===== config.mk =====
export PLATFORM = sky130hd
export DESIGN_NAME = pipelined_adder
export DESIGN_NICKNAME = d
export VERILOG_FILES = /design/src/rtl/pipelined_adder_pkg.sv /design/src/rtl/pipelined_adder_chunk.sv /design/src/rtl/pipelined_adder.sv
export SDC_FILE = /design/constraint.sdc
export NUM_CORES = 1
export LEC_CHECK = 0
export ABC_CLOCK_PERIOD_IN_PS = 4110
export CAP_MARGIN = 20
export CORE_MARGIN = 5
export CORE_UTILIZATION = 55
export CTS_BUF_LIST = sky130_fd_sc_hd__clkbuf_4
export DETAILED_ROUTE_END_ITERATION = 6
export GPL_ROUTABILITY_DRIVEN = 1
export PLACE_DENSITY = 0.77
export RECOVER_POWER = 50
export SLEW_MARGIN = 15
export SYNTH_ARGS = -nofsm -noshare
export SYNTH_HDL_FRONTEND = slang
export SYNTH_HIERARCHICAL = 1
export SYNTH_SLANG_ARGS = --single-unit

===== constraint.sdc =====
create_clock -name clk -period 4.11 [get_ports clk]
set_clock_uncertainty 0.1 [all_clocks]
set_input_delay 0.822 -clock clk [delete_from_list [all_inputs] [get_ports clk]]
set_output_delay 0.822 -clock clk [all_outputs]
set_load 0.005 [all_outputs]

===== src/rtl/pipelined_adder_pkg.sv =====
// pipelined_adder_pkg: default geometry and Sub-mode encoding shared with the ALU decoder
package pipelined_adder_pkg;
    localparam int DEF_WIDTH  = 16;
    localparam int DEF_STAGES = 4;
    typedef enum logic {ADD = 1'b0, SUB = 1'b1} sub_mode_e;
endpackage


===== src/rtl/pipelined_adder_chunk.sv =====
// adder_chunk: combinational W-bit ripple of full-adder cells, exposing the carry into the top bit
module adder_chunk #(
    parameter int W = 4
) (
    input  logic [W-1:0] a,
    input  logic [W-1:0] b,
    input  logic         cin,
    output logic [W-1:0] sum,
    output logic         cout,
    output logic         c_msb
);
    logic [W:0] c;
    assign c[0] = cin;
    for (genvar i = 0; i < W; i++) begin : g_fa
        assign sum[i]   = a[i] ^ b[i] ^ c[i];
        assign c[i + 1] = (a[i] & b[i]) | (c[i] & (a[i] ^ b[i]));
    end
    assign cout  = c[W];
    assign c_msb = c[W-1];
endmodule


===== src/rtl/pipelined_adder.sv =====
// pipelined_adder: STAGES-deep chunked adder/subtractor with valid/ready flow control and C/V/Z flags
module pipelined_adder
    import pipelined_adder_pkg::*;
#(
    parameter int WIDTH  = DEF_WIDTH,
    parameter int STAGES = DEF_STAGES
) (
    input  logic             clk,
    input  logic             rst,
    input  logic             in_valid,
    output logic             in_ready,
    input  logic [WIDTH-1:0] A,
    input  logic [WIDTH-1:0] B,
    input  logic             Cin,
    input  logic             Sub,
    output logic             out_valid,
    input  logic             out_ready,
    output logic [WIDTH-1:0] Sum,
    output logic             Carry,
    output logic             Overflow,
    output logic             Zero
);
    localparam int CHUNK = WIDTH / STAGES;
    localparam logic [WIDTH-1:0] CMASK = WIDTH'({CHUNK{1'b1}});

    if (WIDTH % STAGES != 0) begin : g_chk
        $fatal(1, "pipelined_adder: WIDTH must be divisible by STAGES");
    end

    logic adv, acc, cin0;
    logic [WIDTH-1:0] b_eff;
    logic [STAGES-1:0] v_q, v_d, c_q, c_d;
    logic [STAGES-1:0][WIDTH-1:0] a_q, a_d, b_q, b_d, s_q, s_d;
    logic ovf_q, ovf_d, z_q, z_d;

    // The whole pipe moves as one; a held output freezes every stage behind it
    assign adv   = !v_q[STAGES-1] || out_ready;
    assign acc   = in_valid && adv;
    assign b_eff = (Sub == SUB) ? ~B : B;
    assign cin0  = (Sub == SUB) ? 1'b1 : Cin;

    for (genvar k = 0; k < STAGES; k++) begin : g_st
        logic vi, ci, co, cm;
        logic [WIDTH-1:0] ai, bi, si;
        logic [CHUNK-1:0] cs;
        if (k == 0) begin : g_head
            assign {vi, ci, ai, bi, si} = {acc, cin0, A, b_eff, {WIDTH{1'b0}}};
        end else begin : g_tail
            assign {vi, ci, ai, bi, si} = {v_q[k-1], c_q[k-1], a_q[k-1], b_q[k-1], s_q[k-1]};
        end
        adder_chunk #(.W(CHUNK)) u_chunk (
            .a    (ai[k*CHUNK +: CHUNK]),
            .b    (bi[k*CHUNK +: CHUNK]),
            .cin  (ci),
            .sum  (cs),
            .cout (co),
            .c_msb(cm)
        );
        assign v_d[k] = vi;
        assign c_d[k] = co;
        assign a_d[k] = ai;
        assign b_d[k] = bi;
        assign s_d[k] = (si & ~(CMASK << (k * CHUNK))) | (WIDTH'(cs) << (k * CHUNK));
        if (k == STAGES - 1) begin : g_flags
            assign ovf_d = cm ^ co;
            assign z_d   = s_d[k] == '0;
        end
    end

    // Stage registers: reset discards in-flight beats, stall holds everything including flags
    always_ff @(posedge clk) begin
        if (rst) begin
            v_q   <= '0;
            c_q   <= '0;
            a_q   <= '0;
            b_q   <= '0;
            s_q   <= '0;
            ovf_q <= 1'b0;
            z_q   <= 1'b0;
        end else if (adv) begin
            v_q   <= v_d;
            c_q   <= c_d;
            a_q   <= a_d;
            b_q   <= b_d;
            s_q   <= s_d;
            ovf_q <= ovf_d;
            z_q   <= z_d;
        end
    end

    assign in_ready  = adv;
    assign out_valid = v_q[STAGES-1];
    assign Sum       = s_q[STAGES-1];
    assign Carry     = c_q[STAGES-1];
    assign Overflow  = ovf_q;
    assign Zero      = z_q;
endmodule


# Word-level counts from Yosys, hierarchy flattened

Index checks and enable logic that the tools add are counted.

Register bits after elaboration: 146
Input bits: 38
Output and inout bits: 21
Logic and storage cells: 105

Multiplexer cells: 2
Bitwise logic cells: 85
Reduce and logical (&&, ||, !) cells: 4

Operator list:

| cell                                           | number |
|---|---|
| 1-bit bitwise XOR                              | 33 |
| 1-bit AND                                      | 32 |
| 16-bit zero test                               | 1 |
| 16-bit two-way mux                             | 1 |
| 16-bit inverter                                | 1 |
| 1-bit bitwise OR                               | 16 |
| 12-bit by 16-bit bitwise OR with 16-bit output | 1 |
| 8-bit by 12-bit bitwise OR with 12-bit output  | 1 |
| 4-bit by 8-bit bitwise OR with 8-bit output    | 1 |
| 1-bit logical AND                              | 1 |
| 1-bit zero test                                | 1 |
| 1-bit logical OR                               | 1 |
| 1-bit two-way mux                              | 1 |

# Longest topological paths before layout

Depth in word-level cells: 11
Gate-level depth with buffers: 11
Gate-level depth less buffers: 9

# Modules after synthesis

Netlist, hierarchy kept.

Modules (own cells, without submodules):

| module          | instances | cells an instance | area each (um^2) | seq. area each (um^2) |
|---|---|---|---|---|
| pipelined_adder | 1         | 439               | 4,245.3          | 1,961.9 |
| adder_chunk     | 4         | 12                | 110.1            | 0.0 |

# Worst setup path after synthesis

Ideal clock, no wire load.

Path kind: input port to flip-flop
Start: input port Sub
End: register s_q, in the netlist g_st[1].si[3]
Library setup time: 141 ps
Arrival: 2,883 ps
Required time: 3,869 ps
Slack: 986 ps
Stages on the path: 11
Path buffers: 2
Path through: buf_4 -> buf_4 -> xor2_1 -> fa_1 -> inv_1 -> fa_1 -> fa_1 -> inv_1 -> fa_1 -> nand2_1 -> a21oi_1

Longest elaborated chain between the ends: 9
Elaborated cells between the ends (all ways): 16
Those cells by class: mux (2); bitwise (14)

Ends and longest elaborated chain:

| element                | RTL line                    | text |
|---|---|---|
| start, declared        | pipelined_adder.sv:15       | `input logic Sub,` |
| 16-bit two-way mux (*) | pipelined_adder.sv:39       | `assign b_eff = (Sub == SUB) ? ~B : B;` |
| net b_eff[0]           | pipelined_adder.sv:31       | `logic [WIDTH-1:0] b_eff;` |
| 1-bit bitwise XOR      | pipelined_adder_chunk.sv:16 | `assign c[i + 1] = (a[i] & b[i]) \| (c[i] & (a[i] ^ b[i]));` |
| 1-bit AND              | pipelined_adder_chunk.sv:16 |  |
| 1-bit bitwise OR (*)   | pipelined_adder_chunk.sv:16 |  |
| 1-bit AND (*)          | pipelined_adder_chunk.sv:16 |  |
| 1-bit bitwise OR (*)   | pipelined_adder_chunk.sv:16 |  |
| 1-bit AND (*)          | pipelined_adder_chunk.sv:16 |  |
| 1-bit bitwise OR (*)   | pipelined_adder_chunk.sv:16 |  |
| net g_st[0].cm         | pipelined_adder.sv:43       | `logic vi, ci, co, cm;` |
| 1-bit bitwise XOR (*)  | pipelined_adder_chunk.sv:15 | `assign sum[i] = a[i] ^ b[i] ^ c[i];` |
| net g_st[0].cs[3]      | pipelined_adder.sv:45       | `logic [CHUNK-1:0] cs;` |
| end signal, assigned   | pipelined_adder.sv:77       | `s_q <= '0;` |
| end signal, assigned   | pipelined_adder.sv:85       | `s_q <= s_d;` |
| end, declared          | pipelined_adder.sv:33       | `logic [STAGES-1:0][WIDTH-1:0] a_q, a_d, b_q, b_d, s_q, s_d;` |

The timed path passes the listed nets; every way through them passes the cells marked *.
A chain may end at the register's enable or synchronous reset.

# Final worst setup path

Start: input port out_ready
End: output port in_ready

Longest elaborated chain between the ends: 1

Ends and longest elaborated chain:

| element          | RTL line              | text |
|---|---|---|
| start, declared  | pipelined_adder.sv:17 | `input logic out_ready,` |
| 1-bit logical OR | pipelined_adder.sv:37 | `assign adv = !v_q[STAGES-1] \|\| out_ready;` |
| end, declared    | pipelined_adder.sv:11 | `output logic in_ready,` |

Every way passes these cells.

==> impl_metrics.csv <==
group,metric,value,unit
job,drv_cap,1,
finish,mostFrequentLayoutCell,"dfxtp_1",
setup_path,path_class,"in2out",
power_and_ir_drop,p_seq_share,58.5,%
setup_path,cp-end-kind,"output port",
timing,slew_violations,86,
timing,finalSetupViolations,0,
power_and_ir_drop,p_leak,1.92,nW
grt,antenna_found_initial,0,
cts,path_clk_slew,0.14,ns
setup_path,cp.required,3.19,ns
setup_path,critPathArrivalTime,2.27,ns
synth,synth_top_family_by_area,"simple AND/OR/NAND/NOR gates",
synth,synth_cells,487,
setup_path,worstPathMaxFanout,20,
power_and_ir_drop,clkPwrFrac,27.3,%
synth,synth.area.mux_share,0,%
run_status,status,"finished, violations left",
placement,place_inst,622,
route,drt-vias-per-instance,4.88,
route,drtPass1Iterations,4,
synth,synth_warnings,6,
placement,port_buffers,58,
cts,cts_setup_buffers,0,
grt,overflow,0,
power_and_ir_drop,intPower,1.33,mW
grt,grt_pass1_vias,3091,
synth,ys_ff_latch,98,
synth,synth_edf_count,0,
die,die_h,102,um
timing,rsz0062_at_grt,"false",
timing,period_minus_slack,3.20,ns
power_and_ir_drop,p_sw_share,26.0,%
cts,cts_tree,"done",
synth,synth_compound_area_share,18.5,%
timing,fmax,313,MHz
cts,cts.sinks,98,
timing,relSlewSlack,-6.91,%
route,totalWireLength,7750,um
route,ant_nets,0,
cts,cts_htree_levels,3,
power_and_ir_drop,irDropWorstVdd,0.176,mV
finish,final_core_util,62.5,%
setup_path,start_kind,"primary input",
timing,period_share,77.8,%
route,drc,0,
synth,yosysSeqAreaShare,41.9,%
synth,syn_area,4690,sq um
cts,clk_path_buf_depth,2,
synth,synth_flop_cell,"dfxtp_1",
cts,ctsHoldBuffers,0,
route,avgRoutedWirePerCell,12.2,um
timing,worst_pin_slew,1.60,ns
finish,instances_no_fill,638,
grt,grt_max_degree,86,
cts,cts_buffers,9,
timing,setup_tns,0,ns
timing,hold_violations,0,
finish,antenna_cells,0,
synth,synth_nets,541,
power_and_ir_drop,p_total,1.80,mW
grt,grt_pass1_wl,13200,um
synth,synth-xor-area-share,3.18,%
die,start_util,56.7,%
synth,ys_types,25,
die,io_pins,59,
die,rows,33,
cts,cts_root_buf,"clkbuf_4",
route,drt-initial-drc-count,88,
grt,grt_usage,15.7,%
run_status,violations,"capacitance limit, slew limit",
synth,ys_async_sr_fraction,0,%
power_and_ir_drop,p_switching,0.468,mW
finish,drive_gt1_share,31.5,%
die,dieArea,10500,sq um
synth,synth-simple-area-share,19.9,%
finish,mostFrequentLayoutCells,"dfxtp_1 (98), nand2_1 (90), nand2_2 (76)",
cts,clk_latency,0.43,ns
die,die_w,102,um
die,coreArea,8260,sq um
finish,syn2layout_area_growth,10.2,%
worst_hold_path,min_path_type,"reg2reg",
finish,nets,582,
cts,ctsResizeCount,0,
power_and_ir_drop,comb_power_share,14.1,%
placement,dp_hpwl,5410,um
placement,routabilityCongestion,0.773,
synth,syn_area_per_cell,9.62,sq um
route,num_vias,3116,
power_and_ir_drop,cellPowerDensity,348,nW/um^2
synth,synthAdderAreaFrac,6.84,%
-- metal layers --
layer / wire length (um) / global-route usage, %
met3: 297 / 2.80
met1: 3780 / 20.0
met5: 0 / 0
met4: 140 / 7.27
met2: 3540 / 26.0
-- sequential cells by signal (all words and copies together), names as in the netlist --
signal	cells
g_st.bi	24
Sum	16
v_q	4
g_st.si	24
Overflow	1
g_st.ai	24
c_q	4
Zero	1
-- layout make-up --
type                       count  area, sq um
tap                          105          131
clock inverter                 6         57.6
clock buffer                  10         75.1
sequential                    98         1960
fill                         735         3100
multi-input combinational    321         2180
timing repair buffer          65          628
inverter                      33          126
-- power groups by stage --
stage               Combinational [mW]  Clock [mW]  Sequential [mW]
floorplan                        0.194           0             1.07
global placement                 0.264           0             1.07
detailed placement               0.271           0             1.08
CTS                              0.272       0.509             1.05
global route                     0.285       0.544             1.06
finish                           0.254       0.492             1.05
-- Yosys cell counts, types with 2 or more instances --
cell type	number	area, sq um
nand2_1	90	338
a21oi_2	76	666
dfxtp_1	98	1960
xor2_1	4	35.0
buf_2	14	70.1
buf_6	3	33.8
a21oi_1	7	35.0
nor2_1	16	60.1
a211oi_2	13	163
xnor2_1	13	114
fa_1	16	320
nand3_1	2	10.0
clkbuf_1	6	22.5
nor4_1	3	18.8
inv_1	32	120
buf_12	9	180
buf_4	2	15.0
nand2_2	76	475
-- cell families after synthesis --
family	count (synthesis)
AO/OA/AOI/OAI	97
XOR/XNOR	17
adder cells (fa/ha/maj)	16
buffers and inverters	68
flip-flops	98
AND/OR/NAND/NOR	191
-- worst paths after layout --
kind / depth (start not counted) / from / endpoint / slack [ns]
max: 4 / out_ready / in_ready / 0.91
min: 2 / Sum[15] / Sum[15] / 0.36
max reg2reg: 9 / g_st[3].ai[12] / Zero / 1.48
min reg2reg: 2 / Sum[15] / Sum[15] / 0.36
-- through the flow --
step | setup WS [ns] | cell area [sq um] | hold slack [ns]
6_report | 0.914 | 5160 | 0.362
3_5_place_dp | 0.580 | 5120 | 0.350
2_1_floorplan | 0.986 | 4690 | 0.332
5_1_grt | 0.859 | 5160 | 0.376
4_1_cts | 0.989 | 5260 | 0.363
3_3_place_gp | 0.654 | 5120 | 0.342
-- critical path: stages --
cell             delay [ns]
dlygate4sd3_1          0.54
nor2b_1                0.24
inv_4                  0.18
clkdlybuf4s50_1        0.49
(Power assumes the default switching activity.)
